**src/rtl/pyjamask96_pkg.sv**
```systemverilog
// Shared Pyjamask-96 constants, FSM encoding and the round-function helpers
// used by the decryptor and its key schedule.
package pyjamask96_pkg;

    localparam int PYJ_NB_ROUNDS = 14;

    localparam logic [31:0] COL_M0     = 32'ha3861085;
    localparam logic [31:0] COL_M1     = 32'h63417021;
    localparam logic [31:0] COL_M2     = 32'h692cf280;
    localparam logic [31:0] COL_INV_M0 = 32'h2037a121;
    localparam logic [31:0] COL_INV_M1 = 32'h108ff2a0;
    localparam logic [31:0] COL_INV_M2 = 32'h9054d8c0;
    localparam logic [31:0] COL_MK     = 32'hb881b9ca;

    localparam int unsigned KS_ROT1 = 32'd8;
    localparam int unsigned KS_ROT2 = 32'd15;
    localparam int unsigned KS_ROT3 = 32'd18;

    localparam logic [31:0] KS_C0 = 32'h00000080;
    localparam logic [31:0] KS_C1 = 32'h00006a00;
    localparam logic [31:0] KS_C2 = 32'h003f0000;
    localparam logic [31:0] KS_C3 = 32'h24000000;

    typedef enum logic [3:0] {
        ST_IDLE     = 4'd0,
        ST_LOAD     = 4'd1,
        ST_KS_RESET = 4'd2,
        ST_KS_STEP  = 4'd3,
        ST_ADD_KEY  = 4'd4,
        ST_INV_MIX  = 4'd5,
        ST_INV_SUB  = 4'd6,
        ST_OUT      = 4'd7,
        ST_DONE     = 4'd8
    } state_e;

    function automatic logic [31:0] ror32(input logic [31:0] x, input int unsigned n);
        logic [63:0] dbl;
        dbl = {x, x} >> n;
        return dbl[31:0];
    endfunction

    // Circulant multiply: vector bit 31 selects the column, each lower bit a further right-rotation.
    function automatic logic [31:0] mat_mult(input logic [31:0] col, input logic [31:0] vec);
        logic [31:0] res;
        logic [31:0] c;
        res = 32'h0000_0000;
        c   = col;
        for (int i = 31; i >= 0; i--) begin
            res = res ^ (vec[i] ? c : 32'h0000_0000);
            c   = {c[0], c[31:1]};
        end
        return res;
    endfunction

    function automatic logic [95:0] inv_mix(input logic [95:0] s);
        return {mat_mult(COL_INV_M0, s[95:64]),
                mat_mult(COL_INV_M1, s[63:32]),
                mat_mult(COL_INV_M2, s[31:0])};
    endfunction

    function automatic logic [95:0] inv_sub(input logic [95:0] s);
        logic [31:0] s0;
        logic [31:0] s1;
        logic [31:0] s2;
        s0 = s[63:32];
        s1 = s[95:64];
        s2 = ~s[31:0];
        s0 = s0 ^ s1;
        s2 = s2 ^ s0;
        s1 = s1 ^ (s0 & s2);
        s0 = s0 ^ (s1 & s2);
        s2 = s2 ^ (s0 & s1);
        s1 = s1 ^ s2;
        s0 = s0 ^ s1;
        return {s0, s1, s2};
    endfunction

endpackage

```
**src/rtl/pyjamask96_key_sched.sv**
```systemverilog
// Pyjamask key schedule: master key captured byte-serially, working key
// rewound to the master key and stepped forward one round per cycle.
module pyjamask96_key_sched
    import pyjamask96_pkg::*;
(
    input  logic        clk_i,
    input  logic        rst_n_i,
    input  logic        load_i,
    input  logic [7:0]  key_byte_i,
    input  logic        reset_i,
    input  logic        step_i,
    output logic [95:0] round_key_o,
    output logic [3:0]  step_cnt_o
);

    logic [127:0] master_q;
    logic [127:0] key_q;
    logic [127:0] key_d;
    logic [3:0]   step_q;

    function automatic logic [127:0] ks_step(input logic [127:0] k, input logic [3:0] i);
        logic [31:0] k0;
        logic [31:0] k1;
        logic [31:0] k2;
        logic [31:0] k3;
        logic [31:0] m;
        m  = k[127:96] ^ k[95:64] ^ k[63:32] ^ k[31:0];
        k0 = k[127:96] ^ m;
        k1 = k[95:64]  ^ m;
        k2 = k[63:32]  ^ m;
        k3 = k[31:0]   ^ m;
        k0 = mat_mult(COL_MK, k0);
        k1 = ror32(k1, KS_ROT1);
        k2 = ror32(k2, KS_ROT2);
        k3 = ror32(k3, KS_ROT3);
        k0 = k0 ^ KS_C0 ^ {28'h000_0000, i};
        k1 = k1 ^ KS_C1;
        k2 = k2 ^ KS_C2;
        k3 = k3 ^ KS_C3;
        return {k0, k1, k2, k3};
    endfunction

    // Next working key for the current step index.
    always_comb begin
        key_d = ks_step(key_q, step_q);
    end

    // Master key shift register, working key and step counter.
    always_ff @(posedge clk_i or negedge rst_n_i) begin
        if (!rst_n_i) begin
            master_q <= 128'h0;
            key_q    <= 128'h0;
            step_q   <= 4'd0;
        end else begin
            if (load_i) begin
                master_q <= {master_q[119:0], key_byte_i};
            end
            if (reset_i) begin
                key_q  <= master_q;
                step_q <= 4'd0;
            end else if (step_i) begin
                key_q  <= key_d;
                step_q <= (step_q == 4'd15) ? step_q : step_q + 4'd1;
            end
        end
    end

    assign round_key_o = key_q[127:32];
    assign step_cnt_o  = step_q;

endmodule

```
**src/rtl/pyjamask96_dec.sv**
```systemverilog
// Byte-serial Pyjamask-96 decryptor: loads ciphertext and key, runs the
// inverse rounds with an on-the-fly key schedule, then streams plaintext.
module pyjamask96_dec
    import pyjamask96_pkg::*;
#(
    parameter int NB_ROUNDS = PYJ_NB_ROUNDS
) (
    input  logic       clk,
    input  logic       reset_n,
    input  logic       load,
    input  logic       start,
    input  logic [7:0] byte_in,
    input  logic [7:0] byte_key_in,
    output logic       valid,
    output logic [7:0] byte_out
);

    state_e      state_q;
    logic [95:0] data_q;
    logic [4:0]  load_cnt_q;
    logic [3:0]  round_q;
    logic [3:0]  out_cnt_q;
    logic        valid_q;
    logic [7:0]  byte_out_q;

    logic        key_shift_s;
    logic        ks_reset_s;
    logic        ks_step_s;
    logic [95:0] round_key_s;
    logic [3:0]  step_cnt_s;
    logic [7:0]  out_byte_s;

    // Key-schedule controls and the output byte selected by the output counter.
    always_comb begin
        key_shift_s = ((state_q == ST_IDLE) && load) ||
                      ((state_q == ST_LOAD) && (load_cnt_q != 5'd16));
        ks_reset_s  = (state_q == ST_KS_RESET);
        ks_step_s   = (state_q == ST_KS_STEP);
        out_byte_s  = 8'h00;
        for (int j = 0; j < 12; j++) begin
            out_byte_s = (out_cnt_q == 4'(j)) ? data_q[95 - 8*j -: 8] : out_byte_s;
        end
    end

    pyjamask96_key_sched u_key_sched (
        .clk_i       (clk),
        .rst_n_i     (reset_n),
        .load_i      (key_shift_s),
        .key_byte_i  (byte_key_in),
        .reset_i     (ks_reset_s),
        .step_i      (ks_step_s),
        .round_key_o (round_key_s),
        .step_cnt_o  (step_cnt_s)
    );

    // Main sequencer: load, 15 key additions with 14 inverse rounds between, output.
    always_ff @(posedge clk or negedge reset_n) begin
        if (!reset_n) begin
            state_q    <= ST_IDLE;
            data_q     <= 96'h0;
            load_cnt_q <= 5'd0;
            round_q    <= 4'd0;
            out_cnt_q  <= 4'd0;
            valid_q    <= 1'b0;
            byte_out_q <= 8'h00;
        end else begin
            valid_q    <= 1'b0;
            byte_out_q <= 8'h00;
            case (state_q)
                ST_IDLE: begin
                    if (load) begin
                        data_q     <= {data_q[87:0], byte_in};
                        load_cnt_q <= 5'd1;
                        state_q    <= ST_LOAD;
                    end
                end
                ST_LOAD: begin
                    if (load_cnt_q != 5'd16) begin
                        // Only the first 12 bytes are ciphertext; the last 4 carry key only.
                        if (load_cnt_q < 5'd12) begin
                            data_q <= {data_q[87:0], byte_in};
                        end
                        load_cnt_q <= load_cnt_q + 5'd1;
                    end else if (start) begin
                        round_q <= 4'(NB_ROUNDS);
                        state_q <= ST_KS_RESET;
                    end
                end
                ST_KS_RESET: begin
                    state_q <= (round_q == 4'd0) ? ST_ADD_KEY : ST_KS_STEP;
                end
                ST_KS_STEP: begin
                    if ((step_cnt_s + 4'd1) == round_q) begin
                        state_q <= ST_ADD_KEY;
                    end
                end
                ST_ADD_KEY: begin
                    data_q <= data_q ^ round_key_s;
                    if (round_q == 4'd0) begin
                        out_cnt_q <= 4'd0;
                        state_q   <= ST_OUT;
                    end else begin
                        state_q <= ST_INV_MIX;
                    end
                end
                ST_INV_MIX: begin
                    data_q  <= inv_mix(data_q);
                    state_q <= ST_INV_SUB;
                end
                ST_INV_SUB: begin
                    data_q  <= inv_sub(data_q);
                    round_q <= round_q - 4'd1;
                    state_q <= ST_KS_RESET;
                end
                ST_OUT: begin
                    valid_q    <= 1'b1;
                    byte_out_q <= out_byte_s;
                    if (out_cnt_q == 4'd11) begin
                        state_q <= ST_DONE;
                    end else begin
                        out_cnt_q <= out_cnt_q + 4'd1;
                    end
                end
                ST_DONE: begin
                    load_cnt_q <= 5'd0;
                    out_cnt_q  <= 4'd0;
                    state_q    <= ST_IDLE;
                end
                default: begin
                    state_q <= ST_IDLE;
                end
            endcase
        end
    end

    assign valid    = valid_q;
    assign byte_out = byte_out_q;

endmodule

```
**config.mk**
```make
export PLATFORM = sky130hd
export DESIGN_NAME = pyjamask96_dec
export DESIGN_NICKNAME = d
export VERILOG_FILES = /design/src/rtl/pyjamask96_pkg.sv /design/src/rtl/pyjamask96_key_sched.sv /design/src/rtl/pyjamask96_dec.sv
export SDC_FILE = /design/constraint.sdc
export NUM_CORES = 2
export LEC_CHECK = 0
export BUFFER_PORTS_ARGS = -buffer_cell sky130_fd_sc_hd__buf_2
export CAP_MARGIN = 20
export CORE_MARGIN = 2
export CORE_UTILIZATION = 55
export DETAILED_ROUTE_END_ITERATION = 12
export HOLD_SLACK_MARGIN = 0.06
export PLACE_DENSITY = 0.74
export SETUP_SLACK_MARGIN = 0.2
export SYNTH_ARGS = -nofsm -noshare
export SYNTH_HDL_FRONTEND = slang
export SYNTH_HIERARCHICAL = 1
export SYNTH_SLANG_ARGS = --single-unit
```
**constraint.sdc**
```tcl
create_clock -name clk -period 2.6 [get_ports clk]
set_input_delay 0.39 -clock clk [delete_from_list [all_inputs] [get_ports clk]]
set_output_delay 0.39 -clock clk [all_outputs]
set_load 0.05 [all_outputs]
```
==> results.yml <==
logic_synthesis:
  synth_top_family_by_area: "XOR/XNOR gates"
  ys_ff_latch: 382
  synth_cell_types: 68
  yosysMostFrequentCell: "xnor2_1"
  synth_compound_area_share_pct: 13.7
  synth-main-ff-cell: "dfrtp_1"
  netlist_instances: 3321
  ys_warn_count: 6
  syn-num-nets: 3350
  ys_seq_area_share_pct: 29.5
  synth_edf_count: 0
  synth_top_area_cell: "dfrtp_1"
  synth_xor_xnor_area_share_pct: 36.0
  synthArstFlopShare_pct: 100
  syn_area_um2: 32400
  synth_top_cells_by_count: "xnor2_1, dfrtp_1, xor2_1"
  synthMuxAreaShare_pct: 6.35
  avgSynthCellArea_um2: 9.77
  synth.top_cell.area_share_pct: 29.5
  ys_top_cells_by_area: "dfrtp_1, xnor2_1, xnor3_1"
  synth-simple-area-share_pct: 7.66
  synthAdderAreaFrac_pct: 0.347
global_route:
  grt_max_degree: 66
  grt_pass1_wl_um: 192000
  grt_antenna_before_repair: 2
  grt_pass1_vias: 26900
  grt_overflow: 0
  grt_usage_pct: 43.8
routing:
  vias: 27300
  ant_nets: 0
  drtIter0Drc: 3601
  wl_per_cell_um: 31.3
  drc: 0
  routed_via_density: 6.36
  drt_pass1_iterations: 6
  totalWireLength_um: 134000
critical_path:
  start_kind: "register"
  crit_fanout: 3
  worstSetupEndpointType: "register"
  worst_path_largest_cell_delay_ns: 0.54
  criticalPathCategory: "register to register"
  crit_path_top_delay_cell: "xnor3_1"
  path_cells: "xor2_1 -> buf_4 -> xnor2_1 -> xnor3_1 -> a221oi_1 -> a21oi_1"
  crit_arrival_ns: 2.93
  cp.required_ns: 3.08
clock_tree:
  numCtsBuffers: 47
  clock-sinks: 382
  cts.path.max_buffers: 3
  clk-insertion-delay-late_ns: 0.61
  path_clk_slew_ns: 0.06
  root_buffer: "clkbuf_16"
  cts_max_level: 2
  cts_tree: "built"
timing:
  finalMaxSlewViolations: 0
  skew_ns: 0.0152
  finalHoldViolations: 0
  layout_min_cycle_time_ns: 2.45
  min_period_over_period_pct: 94.3
  rsz0062_at_grt: "true"
  maxSlewHeadroom_pct: 39.6
  setup_violations: 0
  max_freq_mhz: 408
  tightest_slew_ns: 0.897
finish:
  syn_to_final_growth_pct: 17.5
  nFillCells: 4660
  drive_gt1_share_pct: 24.2
  finish.net_count: 3510
  layoutNonFillerInstCount: 4289
placement:
  dp.final_hpwl_um: 101000
  place_congestion: 1.03
  port_buffers: 28
  dp.cells: 4137
floorplanning:
  design.die.area_um2: 61000
  coreArea_um2: 58700
  die_w_um: 247
  die_y_um: 247
  start_util_pct: 55.3
  ios: 29
  num_rows: 89
min_path:
  hp-class: "primary input to register"
flow_run:
  drv_cap: 0
run_status:
  outcome: "finished, final reports clean"
[timing repair]
item,in CTS,in global routing
cloned,0,3
resized for setup,48,82
hold buffers,6,0
hold endpoints to repair,59,0
endpoints found under the setup margin,46,77
setup buffers,22,37
pin swaps,22,49
[cells in the final DEF, fill, tap and decap left out, types with 14 or more instances in the layout]
| master | count |
|---|---|
| xnor2_1 | 586 |
| buf_4 | 413 |
| dfrtp_1 | 371 |
| o21ai_0 | 223 |
| nand2_1 | 218 |
| xor2_1 | 218 |
| a21oi_1 | 215 |
| xnor3_1 | 116 |
| mux2_2 | 110 |
| nor2_1 | 103 |
| mux2i_1 | 82 |
| o22ai_1 | 63 |
| clkbuf_16 | 50 |
| inv_1 | 46 |
| xnor2_2 | 45 |
| nor2b_1 | 42 |
| o221ai_1 | 37 |
| nor3_1 | 36 |
| buf_12 | 35 |
| a211oi_1 | 31 |
| and3_1 | 28 |
| xnor3_2 | 28 |
| buf_2 | 27 |
| nand3b_1 | 20 |
| a221oi_1 | 19 |
| nand3_1 | 18 |
| xor2_2 | 18 |
| nand2b_1 | 17 |
| xnor2_4 | 16 |
| nor3b_1 | 15 |
| a31oi_1 | 14 |
| buf_6 | 14 |
[critical path: cells and delay by family, from the launching register on]
kind | cells | cell delay, ns
flip-flops | 1 | 0.48
buffers and inverters | 1 | 0.18
XOR/XNOR | 3 | 1.11
AO/OA/AOI/OAI | 2 | 0.53
[per-layer routing]
layer  vias to the layer above  global-route usage (%)  wire length [µm]
li1                      11600                       -                 -
met1                     13600                    57.1             51200
met2                      1691                    66.3             58900
met3                       410                    10.2             14300
met4                         2                    26.3              9800
met5                         -                       0                20
[flip-flops by register name (all words and copies together) (netlist names)]
name,count
byte_out,8
data_q,96
load_cnt_q,5
out_cnt_q,4
round_q,4
state_q,4
u_key_sched/key_q,128
u_key_sched/master_q,128
u_key_sched/step_cnt_o,4
valid,1
[cell families (layout without fill, tap and decap cells)]
group,count (synthesis),after routing
DFF,382,382
other,0,3
muxes,192,192
and+or+nand+nor,528,528
adders and majority gates,9,9
buffers and inverters,436,628
xor gates and xnor gates,1047,1047
AOI/OAI and AO/OA,727,727
[metrics by stage]
stage	util (%)	hold WS [ns]	TNS (ns)	instance area, µm²	setup slack [ns]
finish	65.0	0.0812	0	38100	0.148
global route	64.9	0.0810	0	38100	0.0772
CTS	63.4	0.0767	0	37200	0.138
detailed placement	59.9	0.416	-0.188	35100	-0.124
global placement	59.9	0.407	-0.139	35100	-0.0993
floorplan	-	0.0944	0	32500	0.207
[final timing paths]
path                            slack (ns)                   endpoint  cells after the start                 startpoint
worst min register to register        0.50  u_key_sched/master_q[113]                      2  u_key_sched/master_q[105]
min in group asynchronous             0.32                 data_q[86]                      2                    reset_n
worst max-delay path                  0.15                 data_q[62]                      6                 data_q[47]
worst max register to register        0.15                 data_q[62]                      6                 data_q[47]
worst min-delay path                  0.08                 round_q[3]                      3                      start
max in group asynchronous             1.27       u_key_sched/key_q[8]                      4                    reset_n
[area by class of cell]
type / instances / area [µm²] / area share [%]
Antenna cell: 3 / 7.51 / 0.0197
Clock buffer: 66 / 1360 / 3.56
Clock inverter: 15 / 203 / 0.532
Inverter: 49 / 184 / 0.482
Multi-Input combinational cell: 2503 / 21600 / 56.7
Sequential cell: 382 / 9570 / 25.1
Tap cell: 773 / 967 / 2.54
Timing Repair Buffer: 498 / 4220 / 11.1
Power is not shown: default switching activity piles up to over one toggle a cycle in this logic, so the estimate is an artifact.
